## src/rtl/ccff_loader_pkg.sv

```systemverilog
// Shared definitions for the ccff configuration loader: register offsets,
// STATUS/CTRL bit positions and the shift-engine state encoding.
// No ports; imported by ccff_wb_loader and ccff_word_fifo.
package ccff_loader_pkg;

   // Word offsets, i.e. wbs_adr_i[4:2]
   localparam logic [2:0] OFF_CTRL    = 3'd0;
   localparam logic [2:0] OFF_STATUS  = 3'd1;
   localparam logic [2:0] OFF_BITCNT  = 3'd2;
   localparam logic [2:0] OFF_DATA    = 3'd3;
   localparam logic [2:0] OFF_TAILCAP = 3'd4;

   // CTRL bits
   localparam int CTRL_START = 0;
   localparam int CTRL_ABORT = 1;

   // STATUS bits
   localparam int ST_BUSY     = 0;
   localparam int ST_DONE     = 1;
   localparam int ST_EMPTY    = 2;
   localparam int ST_FULL     = 3;
   localparam int ST_OVF      = 4;
   localparam int ST_UNDERRUN = 5;

   typedef enum logic [2:0] {
      S_IDLE,
      S_LOAD,
      S_LOW,
      S_HIGH,
      S_DONE
   } state_e;

endpackage

```

## src/rtl/ccff_word_fifo.sv

```systemverilog
// Purpose: synchronous word FIFO for bitstream words awaiting serialization.
// Latency: push visible at pop_dat_o the cycle after the push edge.
// Backpressure: push while full is dropped unless a pop happens the same cycle.
// Ports: clk_i/rst_ni clock and async active-low reset; flush_i empties the
// FIFO (wins over push/pop); push_i/push_dat_i write; pop_i/pop_dat_o read
// (pop_dat_o is the head word, combinational); full_o/empty_o/count_o status.
module ccff_word_fifo
   import ccff_loader_pkg::*;
#(
   parameter int unsigned DEPTH = 4,
   parameter int unsigned W     = 32
) (
   input  logic                     clk_i,
   input  logic                     rst_ni,
   input  logic                     flush_i,
   input  logic                     push_i,
   input  logic [W-1:0]             push_dat_i,
   input  logic                     pop_i,
   output logic [W-1:0]             pop_dat_o,
   output logic                     full_o,
   output logic                     empty_o,
   output logic [$clog2(DEPTH):0]   count_o
);

   localparam int unsigned AW = $clog2(DEPTH);

   logic [W-1:0]  mem_q [DEPTH];
   logic [AW-1:0] wr_ptr_q, rd_ptr_q;
   logic [AW:0]   count_q;
   logic          do_push, do_pop;

   assign full_o  = (count_q == (AW+1)'(DEPTH));
   assign empty_o = (count_q == '0);
   assign count_o = count_q;
   assign pop_dat_o = mem_q[rd_ptr_q];

   assign do_pop  = pop_i & ~empty_o;
   // A pop frees a slot in the same cycle, so a push on a full FIFO is accepted then.
   assign do_push = push_i & (~full_o | do_pop);

   always_ff @(posedge clk_i or negedge rst_ni) begin
      if (!rst_ni) begin
         wr_ptr_q <= '0;
         rd_ptr_q <= '0;
         count_q  <= '0;
      end else if (flush_i) begin
         wr_ptr_q <= '0;
         rd_ptr_q <= '0;
         count_q  <= '0;
      end else begin
         if (do_push) wr_ptr_q <= wr_ptr_q + AW'(1);
         if (do_pop)  rd_ptr_q <= rd_ptr_q + AW'(1);
         if (do_push && !do_pop)      count_q <= count_q + (AW+1)'(1);
         else if (do_pop && !do_push) count_q <= count_q - (AW+1)'(1);
      end
   end

   always_ff @(posedge clk_i) begin
      if (do_push && !flush_i) mem_q[wr_ptr_q] <= push_dat_i;
   end

endmodule

```

## src/rtl/ccff_wb_loader.sv

```systemverilog
// Purpose: Wishbone slave that serializes FIFO'd bitstream words MSB-first onto
// ccff_head with a generated prog_clk, capturing the last 32 ccff_tail bits.
// Latency: 1-cycle ack; bit period 2*CLK_DIV cycles. Backpressure: DATA push on full FIFO is acked and dropped (overflow).
// Ports: wb_clk_i/wb_rst_ni clock, async active-low reset; wbs_* Wishbone classic
// slave; prog_clk_o/ccff_head_o/ccff_tail_i configuration chain; busy_o/done_o status.
module ccff_wb_loader
   import ccff_loader_pkg::*;
#(
   parameter int unsigned FIFO_DEPTH = 4,
   parameter int unsigned CLK_DIV    = 2,
   parameter int unsigned BITCNT_W   = 20,
   parameter logic [31:0] BASE_ADDR  = 32'h3000_0000
) (
   input  logic        wb_clk_i,
   input  logic        wb_rst_ni,
   input  logic        wbs_stb_i,
   input  logic        wbs_cyc_i,
   input  logic        wbs_we_i,
   input  logic [3:0]  wbs_sel_i,
   input  logic [31:0] wbs_dat_i,
   input  logic [31:0] wbs_adr_i,
   output logic        wbs_ack_o,
   output logic [31:0] wbs_dat_o,
   output logic        prog_clk_o,
   output logic        ccff_head_o,
   input  logic        ccff_tail_i,
   output logic        busy_o,
   output logic        done_o
);

   localparam int unsigned CNT_W = $clog2(FIFO_DEPTH) + 1;
   localparam int unsigned DIV_W = $clog2(CLK_DIV + 1);
   localparam logic [DIV_W-1:0] DIV_LAST = DIV_W'(CLK_DIV - 1);

   // ---------------- Wishbone decode ----------------
   logic        blk_sel, access, wr_en, rd_en;
   logic [2:0]  offset;
   logic        ctrl_wr, status_wr, bitcnt_wr, push_req;
   logic        start, abort;
   logic        ack_d, ack_q;
   logic [31:0] dat_d, dat_q, rdata;
   logic [31:0] bitcnt_merge;
   logic [BITCNT_W-1:0] bitcnt_d, bitcnt_q;
   logic        ovf_q;
   logic        unused_bits;

   assign blk_sel = wbs_stb_i & wbs_cyc_i & (wbs_adr_i[31:8] == BASE_ADDR[31:8]);
   // Suppressing access in the cycle after an ack both forces ack low there and
   // keeps a held strobe from acting twice back to back.
   assign access  = blk_sel & ~ack_q;
   assign wr_en   = access & wbs_we_i;
   assign rd_en   = access & ~wbs_we_i;
   assign offset  = wbs_adr_i[4:2];

   assign ctrl_wr   = wr_en & (offset == OFF_CTRL)   & wbs_sel_i[0];
   assign status_wr = wr_en & (offset == OFF_STATUS) & wbs_sel_i[0];
   assign bitcnt_wr = wr_en & (offset == OFF_BITCNT);
   assign push_req  = wr_en & (offset == OFF_DATA)   & (wbs_sel_i == 4'hF);
   assign start     = ctrl_wr & wbs_dat_i[CTRL_START];
   assign abort     = ctrl_wr & wbs_dat_i[CTRL_ABORT];

   assign unused_bits = ^{wbs_adr_i[7:5], wbs_adr_i[1:0], bitcnt_merge};

   // ---------------- FIFO ----------------
   logic              fifo_pop, fifo_full, fifo_empty;
   logic [31:0]       fifo_dat;
   logic [CNT_W-1:0]  fifo_count;
   state_e            state_q;

   assign fifo_pop = (state_q == S_LOAD) & ~fifo_empty & ~abort;

   ccff_word_fifo #(
      .DEPTH (FIFO_DEPTH),
      .W     (32)
   ) u_fifo (
      .clk_i      (wb_clk_i),
      .rst_ni     (wb_rst_ni),
      .flush_i    (abort),
      .push_i     (push_req),
      .push_dat_i (wbs_dat_i),
      .pop_i      (fifo_pop),
      .pop_dat_o  (fifo_dat),
      .full_o     (fifo_full),
      .empty_o    (fifo_empty),
      .count_o    (fifo_count)
   );

   // ---------------- Shift engine state ----------------
   logic [BITCNT_W-1:0] remaining_q;
   logic [4:0]          bitidx_q;
   logic [31:0]         shreg_q;
   logic [DIV_W-1:0]    div_q;
   logic                prog_clk_q, head_q, busy_q, done_q, underrun_q;
   logic [31:0]         tailcap_q;

   // ---------------- Register file ----------------
   always_comb begin
      bitcnt_merge = 32'(bitcnt_q);
      for (int b = 0; b < 4; b++) begin
         if (wbs_sel_i[b]) bitcnt_merge[8*b +: 8] = wbs_dat_i[8*b +: 8];
      end
      bitcnt_d = bitcnt_q;
      if (bitcnt_wr) bitcnt_d = bitcnt_merge[BITCNT_W-1:0];
   end

   always_comb begin
      rdata = '0;
      unique case (offset)
         OFF_STATUS: begin
            rdata[ST_BUSY]     = busy_q;
            rdata[ST_DONE]     = done_q;
            rdata[ST_EMPTY]    = fifo_empty;
            rdata[ST_FULL]     = fifo_full;
            rdata[ST_OVF]      = ovf_q;
            rdata[ST_UNDERRUN] = underrun_q;
         end
         OFF_BITCNT:  rdata = 32'(bitcnt_q);
         OFF_DATA:    rdata = 32'(fifo_count);
         OFF_TAILCAP: rdata = tailcap_q;
         default:     rdata = '0;
      endcase
   end

   assign ack_d = access;
   assign dat_d = rd_en ? rdata : 32'h0;

   always_ff @(posedge wb_clk_i or negedge wb_rst_ni) begin
      if (!wb_rst_ni) begin
         ack_q    <= 1'b0;
         dat_q    <= '0;
         bitcnt_q <= '0;
         ovf_q    <= 1'b0;
      end else begin
         ack_q    <= ack_d;
         dat_q    <= dat_d;
         bitcnt_q <= bitcnt_d;
         // A dropped push in the same cycle as the W1C keeps the flag set.
         if (push_req && fifo_full && !fifo_pop) ovf_q <= 1'b1;
         else if (status_wr && wbs_dat_i[ST_OVF]) ovf_q <= 1'b0;
      end
   end

   // ---------------- Serializer FSM ----------------
   always_ff @(posedge wb_clk_i or negedge wb_rst_ni) begin
      if (!wb_rst_ni) begin
         state_q     <= S_IDLE;
         remaining_q <= '0;
         bitidx_q    <= '0;
         shreg_q     <= '0;
         div_q       <= '0;
         prog_clk_q  <= 1'b0;
         head_q      <= 1'b0;
         busy_q      <= 1'b0;
         done_q      <= 1'b0;
         underrun_q  <= 1'b0;
         tailcap_q   <= '0;
      end else begin
         // W1C first so that a completion in the same cycle still sets done.
         if (status_wr && wbs_dat_i[ST_DONE]) done_q <= 1'b0;

         if (abort) begin
            state_q    <= S_IDLE;
            prog_clk_q <= 1'b0;
            head_q     <= 1'b0;
            busy_q     <= 1'b0;
            underrun_q <= 1'b0;
            div_q      <= '0;
         end else begin
            unique case (state_q)
               S_IDLE: begin
                  if (start) begin
                     if (bitcnt_q == '0) begin
                        state_q <= S_DONE;
                        done_q  <= 1'b1;
                     end else begin
                        state_q     <= S_LOAD;
                        done_q      <= 1'b0;
                        remaining_q <= bitcnt_q;
                        busy_q      <= 1'b1;
                        tailcap_q   <= '0;
                     end
                  end
               end
               S_LOAD: begin
                  if (!fifo_empty) begin
                     shreg_q    <= fifo_dat;
                     bitidx_q   <= 5'd31;
                     head_q     <= fifo_dat[31];
                     div_q      <= '0;
                     underrun_q <= 1'b0;
                     state_q    <= S_LOW;
                  end else begin
                     underrun_q <= 1'b1;
                  end
               end
               S_LOW: begin
                  if (div_q == DIV_LAST) begin
                     div_q       <= '0;
                     prog_clk_q  <= 1'b1;
                     state_q     <= S_HIGH;
                     // Sampled on the edge that raises prog_clk, i.e. before the
                     // chain reacts to it, so this is the bit it presented last period.
                     tailcap_q   <= {tailcap_q[30:0], ccff_tail_i};
                     remaining_q <= remaining_q - BITCNT_W'(1);
                  end else begin
                     div_q <= div_q + DIV_W'(1);
                  end
               end
               S_HIGH: begin
                  if (div_q == DIV_LAST) begin
                     div_q      <= '0;
                     prog_clk_q <= 1'b0;
                     if (remaining_q == '0) begin
                        state_q <= S_DONE;
                        done_q  <= 1'b1;
                        busy_q  <= 1'b0;
                     end else if (bitidx_q == 5'd0) begin
                        state_q <= S_LOAD;
                     end else begin
                        bitidx_q <= bitidx_q - 5'd1;
                        head_q   <= shreg_q[bitidx_q - 5'd1];
                        state_q  <= S_LOW;
                     end
                  end else begin
                     div_q <= div_q + DIV_W'(1);
                  end
               end
               S_DONE: begin
                  state_q <= S_IDLE;
               end
               default: state_q <= S_IDLE;
            endcase
         end
      end
   end

   assign wbs_ack_o   = ack_q;
   assign wbs_dat_o   = dat_q;
   assign prog_clk_o  = prog_clk_q;
   assign ccff_head_o = head_q;
   assign busy_o      = busy_q;
   assign done_o      = done_q;

endmodule

```

## config.mk

```make
export PLATFORM = sky130hd
export DESIGN_NAME = ccff_wb_loader
export DESIGN_NICKNAME = d
export VERILOG_FILES = /design/src/rtl/ccff_loader_pkg.sv /design/src/rtl/ccff_word_fifo.sv /design/src/rtl/ccff_wb_loader.sv
export SDC_FILE = /design/constraint.sdc
export NUM_CORES = 1
export LEC_CHECK = 0
export BUFFER_PORTS_ARGS = -buffer_cell sky130_fd_sc_hd__buf_2
export CORE_UTILIZATION = 39
export DETAILED_ROUTE_END_ITERATION = 16
export MAX_ROUTING_LAYER = met4
export PLACE_DENSITY_LB_ADDON = 0.15
export SYNTH_ARGS = -nofsm -noshare
export SYNTH_HDL_FRONTEND = slang
export SYNTH_SLANG_ARGS = --single-unit
```

## constraint.sdc

```tcl
create_clock -name wb_clk_i -period 4.7 [get_ports wb_clk_i]
set_input_delay 0.705 -clock wb_clk_i [delete_from_list [all_inputs] [get_ports wb_clk_i]]
set_output_delay 0.705 -clock wb_clk_i [all_outputs]
set_load 0.05 [all_outputs]
```

==> qor.yml, run 1 <==
timing:
  rsz0062_at_grt: "no"
  relSlewSlack_pct: 37.3
  fin_crit_sh_pct: 69.6
  post-route-min-period_ps: 3270
  fmax_mhz: 306
  worst_pin_slew_ps: 936
  final-hold-violation-count: 0
  tns_ps: 0
  final_max_slew_viol_count: 0
  fin_worst_skew_ps: 20.3
  setup_viol: 0
clock_network:
  clk_path_buf_depth: 3
  cts_buffers: 34
  post_cts_buffers: 0
  cts.reportedPaths.clkPinSlew_ps: 60
  cts_hold_buf: 0
  cts_tree: "done"
  clock-root-buffer: "clkbuf_16"
  clock_sinks: 288
  htreeDepth: 2
  cts_resized: 0
  clock_latency_ps: 510
power_and_ir_drop:
  p_comb_share_pct: 1.9
  p_clk_share_pct: 50.3
  leakage_nw: 6.11
  ir_worst_vdd_mv: 0.191
  seqPwrFrac_pct: 47.8
  power.switching_mw: 1.10
  internal-power_mw: 4.41
  p_sw_share_pct: 20.0
  p_per_area_nw_per_um2: 379
layout:
  final_nets: 1133
  n_antenna_cell: 0
  syn_to_final_growth_pct: 17.5
  drive_above_1_share_pct: 24.7
  layout_commonest_cell: "dfrtp_1"
  post-route-util_pct: 47.1
  final_cell_mix: "159 x dfrtp_1, 140 x nand2_1, 128 x edfxtp_1"
  nFillCells: 2789
  layoutNonFillerInstCount: 1473
global_routing:
  met3_usage_pct: 3.09
  grt.total_usage_pct: 18.9
  grt_max_degree: 93
  grt_pass1_vias: 8115
  antenna_found_initial: 0
  globalRouteOverflowTotal: 0
  grt-busiest-layer: "met2"
  grt_pass1_wl_mm: 46.8
  use_met1_pct: 26.8
  use_met2_pct: 28.0
critical_path:
  critical_path_buf_inv_count: 1
  rr_worst_depth: 8
  worstPathRequired_ps: 5060
  worst_path_most_repeated_cell: "o21ai_0"
  path_cells: "inv_1 -> ha_1 -> mux2_2 -> o2111ai_1 -> o211ai_1 -> a211o_1 -> o21ai_0 -> o21ai_0"
  max_stage_delay_ps: 810
  cp_num_cells: 8
  cp-start-kind: "flop"
  cp_max_fo: 14
  path_class: "reg -> reg"
  crit_family: "compound AO/OA/AOI/OAI gates"
  cp-end-kind: "flop"
  slowest_stage: "dfrtp_1"
  arrival_ps: 3630
logic_synthesis:
  synth_seq_cells: 288
  syn-num-nets: 1021
  ys_warn_count: 0
  yosysSeqAreaShare_pct: 63.4
  syn_area_per_cell_um2: 13.2
  synthArstFlopShare_pct: 55.6
  synthesis.area_um2: 12400
  ys.flop_type: "dfrtp_1"
  synth-edff-count: 128
  netlist_instances: 940
  synthDistinctLibCells: 69
placement:
  place_inst: 1412
  routabilityCongestion: 0.847
  hpwl_mm: 18.6
  io_buffers: 105
drt:
  num_vias: 7988
  routed_wl_mm: 29.0
  drt_iter0_drc: 533
  drcViolationCount: 0
  ant_nets: 0
  post_drt_via_cell_ratio: 5.42
  wl_per_cell_um: 19.7
  first_pass_iters: 5
status:
  outcome: "finished, final reports clean"
floorplan:
  die_w_um: 180
  die_area_um2: 32500
  num_rows: 64
  io_pins: 111
  coreArea_um2: 30900
  die_h_um: 180
  initial_core_util_pct: 40.1
flow_run:
  max_cap_viol_count: 0
min_path:
  hold_path_class: "in -> async"
-- registers in the layout, indices dropped and copies added, names as in the netlist, 3 cells and up --
register	count
u_fifo.count_o	3
remaining_q	20
bitidx_q	5
wbs_dat_o	32
u_fifo.mem_q	128
bitcnt_q	20
state_q	3
shreg_q	32
tailcap_q	32
-- per-stage QoR --
stage	hold WS (ps)	instance area, µm²	setup slack (ps)	total power [mW]
finish	287	14600	1430	5.51
global route	362	14600	1140	5.69
CTS	317	14600	1350	5.58
detailed placement	458	13400	901	2.79
global placement	455	13400	920	2.79
floorplan	409	12400	1590	2.71
-- area by class of cell --
type	count	area [µm²]	share of cell area [%]
multi-input cells	590	4290	29.5
inverters	14	52.6	0.361
flip-flops and latches	288	7850	53.9
repair buffers	124	674	4.63
clock buffers	44	940	6.46
clock inverters	17	245	1.69
well taps	396	495	3.41
-- metal layers --
layer	part of all wire, %	vias up
met5	0	-
li1	-	3736
met2	46	208
met1	47	3993
met3	4.8	51
met4	2.2	0
-- cells in the mapped netlist (all sizes together) (11+ instances only) --
cell type | count | area (µm²)
clkbuf | 31 | 116
a22oi | 21 | 158
mux4 | 38 | 856
and3 | 16 | 100
nor3 | 21 | 128
o21ai | 42 | 210
nand2 | 140 | 526
edfxtp | 128 | 3840
buf | 17 | 109
inv | 14 | 52.6
mux2 | 25 | 282
and2 | 11 | 68.8
dfrtp | 160 | 4000
a21oi | 31 | 170
nor2 | 68 | 255
nor4 | 17 | 176
a22o | 33 | 289
-- cell families after synthesis --
logic type      Yosys count  synth area share [%]
xor+xnor                  6                 0.424
fa+ha+maj                 7                 0.768
buf+inv                  62                  2.24
flops                   288                  63.4
compound gates          174                  9.60
simple gates            330                  13.6
mux                      73                  9.99
-- path summary, 6_finish.rpt --
path | start | end | slack [ps]
worst min register to register | shreg_q[20] | shreg_q[20] | 470
min in group wb_clk_i | wbs_dat_i[26] | u_fifo.mem_q[1][26] | 410
max in group asynchronous | wb_rst_ni | tailcap_q[4] | 3460
worst max register to register | bitidx_q[0] | ccff_head_o | 1430
worst min-delay path | wb_rst_ni | tailcap_q[23] | 290
worst max-delay path | bitidx_q[0] | ccff_head_o | 1430
-- power by group through the flow --
stage	combinational, mW	sequential (mW)	clock [mW]
5_1_grt	0.122	2.63	2.94
3_3_place_gp	0.110	2.68	0
2_1_floorplan	0.0220	2.68	0
6_report	0.107	2.63	2.77
3_5_place_dp	0.111	2.68	0
4_1_cts	0.111	2.63	2.83
Note: power is estimated with default switching activity, not from simulation.
==> inputs of run 2 (changes only) <==
--- a/config.mk
+++ b/config.mk
@@ -5,6 +5,7 @@
 export SDC_FILE = /design/constraint.sdc
 export NUM_CORES = 1
 export LEC_CHECK = 0
+export ABC_AREA = 1
 export BUFFER_PORTS_ARGS = -buffer_cell sky130_fd_sc_hd__buf_2
 export CORE_UTILIZATION = 39
 export DETAILED_ROUTE_END_ITERATION = 16
==> constraint.sdc (replaced) <==
create_clock -name wb_clk_i -period 2.9 [get_ports wb_clk_i]
set_input_delay 0.435 -clock wb_clk_i [delete_from_list [all_inputs] [get_ports wb_clk_i]]
set_output_delay 0.435 -clock wb_clk_i [all_outputs]
set_load 0.05 [all_outputs]
==> run 2 against run 1 <==
First-iteration DRC count rose by 11%. Non-clock buffer count grew 10. Via count up 15%. Largest cell class unchanged. Final area increased by 2.8%. Synthesized area rose by 2.9%.
==> qor.yml, run 2 <==
status:
  outcome: "finished, final reports clean"  # unchanged
floorplan:
  num_rows: 65  # was 64
  die_h_um: 183  # was 180 µm
  die_w_um: 183  # was 180 µm
  die_area_um2: 33400  # was 32500 µm²
  initial_core_util_pct: 40.0  # was 40.1%
  io_pins: 111  # unchanged
  coreArea_um2: 31900  # was 30900 µm²
critical_path:
  arrival_ps: 2460  # was 3630 ps
  max_stage_delay_ps: 390  # was 810 ps
  cp-end-kind: "flop"  # unchanged
  path_class: "reg -> reg"  # unchanged
  slowest_stage: "dfrtp_1"  # unchanged
  worstPathRequired_ps: 3130  # was 5060 ps
  cp-start-kind: "flop"  # unchanged
  path_cells: "inv_1 -> nand4_1 -> nor2_1 -> nand2_1 -> nor2_4 -> nand3_1 -> nor2_2 -> nand2_2 -> nor2_4 -> buf_4"  # was inv_1 -> ha_1 -> mux2_2 -> o2111ai_1 -> o211ai_1 -> a211o_1 -> o21ai_0 -> o21ai_0
  cp_max_fo: 19  # was 14
  worst_path_most_repeated_cell: "nor2_4"  # was o21ai_0
placement:
  hpwl_mm: 19.9  # was 18.6 mm
  pre_cts_ws_ps: 406  # was 901 ps
  placed_area_um2: 13900  # was 13400 µm²
  place_inst: 1791  # was 1412
  io_buffers: 105  # unchanged
  routabilityCongestion: 0.857  # was 0.847
logic_synthesis:
  synth_seq_cells: 288  # unchanged
  ys_warn_count: 0  # unchanged
  synth_common_cells: "253 x nand2_1, 160 x dfrtp_1, 151 x nor2_1"  # was 160 x dfrtp_1, 140 x nand2_1, 128 x edfxtp_1
  synthesis.area_um2: 12700  # was 12400 µm²
  synth_area_leaders: "dfrtp_1 31%, edfxtp_1 30%, nand2_1 7.5%, o21ai_0 5.1%, nor2_1 4.4%"  # was dfrtp_1 32%, edfxtp_1 31%, mux4_2 6.9%, nand2_1 4.2%, a22o_1 2.3%
  yosysSeqAreaShare_pct: 61.6  # was 63.4%
  ys.flop_type: "dfrtp_1"  # unchanged
  synthArstFlopShare_pct: 55.6  # unchanged
  synth.most_common_cell: "nand2_1"  # was dfrtp_1
  yosys.area.top_type: "dfrtp_1"  # unchanged
  syn_area_per_cell_um2: 9.96  # was 13.2 µm²
  syn-num-nets: 1360  # was 1021
  synth_top_cell_area_share_pct: 31.4  # was 32.3%
  synthDistinctLibCells: 47  # was 69
  netlist_instances: 1279  # was 940
  synth-edff-count: 128  # unchanged
drt:
  drcViolationCount: 0  # unchanged
  num_vias: 9178  # was 7988
  first_pass_iters: 5  # unchanged
  ant_nets: 0  # unchanged
  routed_wl_mm: 30.4  # was 29.0 mm
  drt_iter0_drc: 592  # was 533
  wl_per_cell_um: 16.5  # was 19.7 µm
  post_drt_via_cell_ratio: 4.97  # was 5.42
timing:
  final_max_slew_viol_count: 0  # unchanged
  relSlewSlack_pct: 54.1  # was 37.3%
  worst_pin_slew_ps: 683  # was 936 ps
  setup_viol: 0  # unchanged
  fin_worst_skew_ps: 10.2  # was 20.3 ps
  post-route-min-period_ps: 2230  # was 3270 ps
  rsz0062_at_grt: "no"  # unchanged
  final-hold-violation-count: 0  # unchanged
  fmax_mhz: 448  # was 306 MHz
  fin_crit_sh_pct: 76.9  # was 69.6%
  setup_slack_ps: 669  # was 1430 ps
clock_network:
  clock-root-buffer: "clkbuf_16"  # unchanged
  post_cts_buffers: 0  # unchanged
  cts_buffers: 30  # was 34
  htreeDepth: 1  # was 2
  cts_hold_buf: 1  # was 0
  cts_tree: "done"  # unchanged
  clock_sinks: 288  # unchanged
  cts.reportedPaths.clkPinSlew_ps: 60  # about the same
  clk_path_buf_depth: 3  # unchanged
  cts_resized: 0  # unchanged
  clock_latency_ps: 560  # was 510 ps
global_routing:
  grt-busiest-layer: "met2"  # unchanged
  met3_usage_pct: 2.20  # was 3.09%
  grt_max_degree: 61  # was 93
  use_met2_pct: 32.4  # was 28.0%
  use_met1_pct: 25.2  # was 26.8%
  globalRouteOverflowTotal: 0  # unchanged
  grt.total_usage_pct: 19.4  # was 18.9%
  grt_pass1_vias: 9197  # was 8115
  antenna_found_initial: 0  # unchanged
  grt_pass1_wl_mm: 49.5  # was 46.8 mm
power_and_ir_drop:
  internal-power_mw: 6.87  # was 4.41 mW
  p_comb_share_pct: 2.0  # was 1.9%
  seqPwrFrac_pct: 49.3  # was 47.8%
  ir_worst_vdd_mv: 0.415  # was 0.191 mV
  power.switching_mw: 1.78  # was 1.10 mW
  leakage_nw: 6.53  # was 6.11 nW
  p_clk_share_pct: 48.7  # was 50.3%
  power_mw: 8.64  # was 5.51 mW
  p_per_area_nw_per_um2: 578  # was 379 nW/µm²
  p_sw_share_pct: 20.6  # was 20.0%
layout:
  layout_commonest_cell: "nand2_1"  # was dfrtp_1
  layoutNonFillerInstCount: 1847  # was 1473
  ff_latch_area_um2: 7850  # unchanged
  nFillCells: 3076  # was 2789
  drive_above_1_share_pct: 19.0  # was 24.7%
  regMostFlops: "u_fifo.mem_q"  # unchanged
  final_area_um2: 15000  # was 14600 µm²
  final_nets: 1470  # was 1133
  multiInputGateArea_um2: 4270  # was 4290 µm²
  syn_to_final_growth_pct: 17.4  # was 17.5%
  largest_reg_flops: 128  # unchanged
  n_antenna_cell: 0  # unchanged
  final_cell_mix: "253 x nand2_1, 159 x dfrtp_1, 147 x nor2_1"  # was 159 x dfrtp_1, 140 x nand2_1, 128 x edfxtp_1
min_path:
  hold_path_class: "in -> reg"  # was in -> async
flow_run:
  max_cap_viol_count: 0  # unchanged
[run 2: cell types whose count changed in the layout (fill, tap and decap cells not counted), sizes merged, moves of 21 or more]
cell	delta
a22o	-33
a22oi	-21
inv	+82
mux4	-38
nand2	+119
nand3	+69
nor2	+90
o21ai	+105
o22ai	+30
[run 2: worst paths after layout]
| check | from | cells past startpoint | slack, ps | to |
|---|---|---|---|---|
| setup / recovery | wbs_ack_o | 10 | 670 | u_fifo.mem_q[1][31] |
| hold / removal | wbs_dat_i[30] | 1 | 90 | u_fifo.mem_q[3][30] |
| setup reg to reg | wbs_ack_o | 10 | 670 | u_fifo.mem_q[1][31] |
| hold reg to reg | div_q[1] | 2 | 500 | div_q[1] |
| max in group asynchronous | wb_rst_ni | 3 | 1830 | wbs_dat_o[24] |
| min in group asynchronous | wb_rst_ni | 2 | 380 | remaining_q[11] |
[run 2: kinds of logic after synthesis]
logic type,synth area share [%]
AO/OA/AOI/OAI,9.88
XOR/XNOR,0.550
adder cells (fa/ha/maj),0.746
buffers and inverters,5.17
flip-flops,61.6
multiplexers,3.98
AND/OR/NAND/NOR,18.1
[run 2: worst max-delay path, delay by kind of cell, from the launching register on]
kind | cells | cell delay [ps]
simple gates | 8 | 1120
flops | 1 | 390
buf+inv | 2 | 390
[run 2: power by group through the flow]
stage                     clock, mW  sequential, mW  combinational (mW)
after floorplan                   0            4.35              0.0286
after global placement            0            4.35               0.175
after detailed placement          0            4.35               0.178
after CTS                      4.31            4.26               0.179
after global routing           4.44            4.26               0.199
final                          4.21            4.27               0.173
[run 2: per-layer routing]
metal	vias up	wire, µm
met4	0	610
met3	50	887
met1	4440	14100
met2	142	14900
met5	-	0
li1	4546	-
[run 2: stage by stage]
step,setup TNS [ps],utilization (%),hold WS [ps]
4_1_cts,0,46.9,62.3
3_5_place_dp,0,43.4,423
2_1_floorplan,-42340,-,139
3_3_place_gp,0,43.4,423
6_report,0,46.9,91.1
5_1_grt,0,46.9,78.8
[run 2: final cells by class]
type                       instances  share of cell area [%]
timing repair buffer             134                    5.45
multi-input combinational        834                    28.6
inverter                         101                    2.57
tap                              435                    3.64
clock buffer                      32                    5.14
clock inverter                    23                    2.16
sequential                       288                    52.5
==> inputs of run 3 (changes only) <==
==> constraint.sdc (replaced) <==
create_clock -name wb_clk_i -period 2.1 [get_ports wb_clk_i]
set_input_delay 0.315 -clock wb_clk_i [delete_from_list [all_inputs] [get_ports wb_clk_i]]
set_output_delay 0.315 -clock wb_clk_i [all_outputs]
set_load 0.05 [all_outputs]
==> run 3 against run 2 <==
Final cell count rose by 3.5%. Clock skew up 1.1 ps. Power is 33% higher. Clock power rose by 26%. Sequential share of layout area down 2.1 points. Utilization up 1.9 points. Worst setup slack worse by 550 ps. Clock-buffer cell count increased by 9. Register-to-register slack worse by 550 ps. Critical path type unchanged.
==> qor.yml, run 3 (synthesized netlist as in run 2, its figures left out) <==
critical_path:
  worstPathRequired_ps: 2360  # was 3130 ps
  worst_path_most_repeated_cell: "nor2_4"  # unchanged
  slowest_stage: "dfrtp_2"  # was dfrtp_1
  max_stage_delay_ps: 410  # was 390 ps
  r2r_slack_ps: 120  # was 670 ps
  path_class: "reg -> reg"  # unchanged
  cp-end-kind: "flop"  # unchanged
  cp_max_fo: 9  # was 19
  crit_family: "simple AND/OR/NAND/NOR gates"  # unchanged
  critical_path_buf_inv_count: 3  # was 2
  arrival_ps: 2250  # was 2460 ps
  path_cells: "inv_2 -> nand4_1 -> nor2_2 -> nand2_2 -> nor2_4 -> nand3_4 -> nor2_4 -> nand2_4 -> nor2_4 -> buf_12 -> clkbuf_16"  # was inv_1 -> nand4_1 -> nor2_1 -> nand2_1 -> nor2_4 -> nand3_1 -> nor2_2 -> nand2_2 -> nor2_4 -> buf_4
  r2r-start: "wbs_ack_o"  # unchanged
  rr_worst_depth: 11  # was 10
  worst_r2r_endpoint: "u_fifo.mem_q[0][18]"  # was u_fifo.mem_q[1][31]
  cp-start-kind: "flop"  # unchanged
floorplan:
  die_w_um: 183  # unchanged
  die_area_um2: 33400  # unchanged
  coreArea_um2: 31900  # unchanged
  io_pins: 111  # unchanged
  num_rows: 65  # unchanged
  die_h_um: 183  # unchanged
  initial_core_util_pct: 40.0  # unchanged
timing:
  relSlewSlack_pct: 65.4  # was 54.1%
  final-hold-violation-count: 0  # unchanged
  fmax_mhz: 505  # was 448 MHz
  fin_crit_sh_pct: 94.4  # was 76.9%
  setup_viol: 0  # unchanged
  worst_pin_slew_ps: 515  # was 683 ps
  final_max_slew_viol_count: 0  # unchanged
  post-route-min-period_ps: 1980  # was 2230 ps
  fin_worst_skew_ps: 11.3  # was 10.2 ps
  rsz0062_at_grt: "yes"  # was no
power_and_ir_drop:
  seqPwrFrac_pct: 51.4  # was 49.3%
  p_comb_share_pct: 2.4  # was 2.0%
  power.switching_mw: 2.36  # was 1.78 mW
  p_clk_share_pct: 46.2  # was 48.7%
  p_per_area_nw_per_um2: 736  # was 578 nW/µm²
  internal-power_mw: 9.10  # was 6.87 mW
  leakage_nw: 6.81  # was 6.53 nW
  p_sw_share_pct: 20.6  # about the same
  ir_worst_vdd_mv: 0.549  # was 0.415 mV
drt:
  wl_per_cell_um: 16.3  # was 16.5 µm
  num_vias: 9439  # was 9178
  first_pass_iters: 5  # unchanged
  ant_nets: 0  # unchanged
  routed_wl_mm: 31.2  # was 30.4 mm
  drcViolationCount: 0  # unchanged
  post_drt_via_cell_ratio: 4.94  # was 4.97
  drt_iter0_drc: 609  # was 592
layout:
  layout_commonest_cell: "nand2_1"  # unchanged
  final_cell_mix: "252 x nand2_1, 158 x dfrtp_1, 145 x nor2_1"  # was 253 x nand2_1, 159 x dfrtp_1, 147 x nor2_1
  multiInputGateArea_um2: 4330  # was 4270 µm²
  final_area_um2: 15600  # was 15000 µm²
  syn_to_final_growth_pct: 22.2  # was 17.4%
  layoutNonFillerInstCount: 1911  # was 1847
  ff_latch_area_um2: 7850  # about the same
  nFillCells: 3016  # was 3076
  largest_reg_flops: 128  # unchanged
  final_nets: 1532  # was 1470
  regMostFlops: "u_fifo.mem_q"  # unchanged
  drive_above_1_share_pct: 21.3  # was 19.0%
clock_network:
  cts.reportedPaths.clkPinSlew_ps: 60  # about the same
  clock-root-buffer: "clkbuf_16"  # unchanged
  clk_path_buf_depth: 3  # unchanged
  htreeDepth: 1  # unchanged
  cts_tree: "done"  # unchanged
  cts_buffers: 30  # unchanged
  clock_sinks: 288  # unchanged
  clock_latency_ps: 550  # was 560 ps
min_path:
  whs_endpoint: "tailcap_q[0]"  # was u_fifo.mem_q[3][30]
  hold_path_class: "in -> reg"  # unchanged
  min_path_cells: 3  # was 1
  min_from: "ccff_tail_i"  # was wbs_dat_i[30]
placement:
  placed_area_um2: 14300  # was 13900 µm²
  io_buffers: 105  # unchanged
  place_inst: 1834  # was 1791
  hpwl_mm: 21.0  # was 19.9 mm
  routabilityCongestion: 0.859  # was 0.857
global_routing:
  grt.total_usage_pct: 19.7  # was 19.4%
  grt_pass1_vias: 9337  # was 9197
  globalRouteOverflowTotal: 0  # unchanged
  antenna_found_initial: 1  # was 0
  grt_max_degree: 66  # was 61
  grt_pass1_wl_mm: 50.4  # was 49.5 mm
status:
  outcome: "finished, final reports clean"  # unchanged
flow_run:
  max_cap_viol_count: 0  # unchanged
-- run 3: worst max path at each step --
stage / end / slack, ps / depth (start not counted) / start
final: u_fifo.mem_q[0][18] / 120 / 11 / wbs_ack_o
after floorplan: u_fifo.mem_q[0][0] / -160 / 9 / wbs_ack_o
after detailed placement: u_fifo.mem_q[2][17] / 10 / 11 / wbs_adr_i[26]
after global routing: u_fifo.count_o[2] / -50 / 16 / wbs_ack_o
after global placement: remaining_q[7] / 20 / 9 / bitcnt_q[16]
after CTS: remaining_q[7] / 20 / 9 / bitcnt_q[16]
-- run 3: stage by stage --
stage | setup TNS, ps | util, % | total power [mW] | worst slack, ps | hold WS (ps)
after CTS | 0 | 48.4 | 11.6 | 24.9 | 2.99
after global routing | -56.7 | 48.8 | 11.8 | -54.3 | 6.46
final | 0 | 48.8 | 11.5 | 118 | 21.4
after detailed placement | 0 | 44.8 | 6.25 | 14.4 | 278
after global placement | 0 | 44.8 | 6.25 | 19.9 | 281
after floorplan | -18200 | - | 6.04 | -159 | 19.4
-- run 3: worst min-delay path: stages --
cell	delay, ps
buf_2	90
nand3_1	60
o21ai_0	60
-- run 3: final cells by class --
| type | count | area share [%] |
|---|---|---|
| Clock inverter | 15 | 1.03 |
| Antenna cell | 1 | 0.0161 |
| Multi-Input combinational cell | 834 | 27.8 |
| Inverter | 101 | 2.47 |
| Timing Repair Buffer | 196 | 9.46 |
| Clock buffer | 41 | 5.29 |
| Tap cell | 435 | 3.50 |
| Sequential cell | 288 | 50.4 |
-- run 3: timing repair --
item | CTS | global route
buffers inserted | 0 | 2
hold endpoints to repair | 99 | 0
gates resized for setup | 0 | 12
hold buffers | 16 | 0
endpoints found under the setup margin | 0 | 170
-- run 3: power by group through the flow --
stage | clock network (mW) | registers (mW) | logic, mW
CTS | 5.43 | 5.89 | 0.275
finish | 5.30 | 5.89 | 0.270
floorplan | 0 | 6.00 | 0.0396
global route | 5.64 | 5.89 | 0.304
global placement | 0 | 6.00 | 0.248
detailed placement | 0 | 6.00 | 0.251
-- run 3: metal layers --
| layer | global-route usage, % | vias to the layer above | routed length [µm] | share of wire (%) |
|---|---|---|---|---|
| met3 | 2.10 | 37 | 776 | 2.5 |
| met2 | 31.9 | 121 | 14900 | 48 |
| li1 | - | 4670 | - | - |
| met4 | 4.47 | 0 | 601 | 1.9 |
| met1 | 26.8 | 4611 | 14900 | 48 |
| met5 | - | - | 0 | 0 |
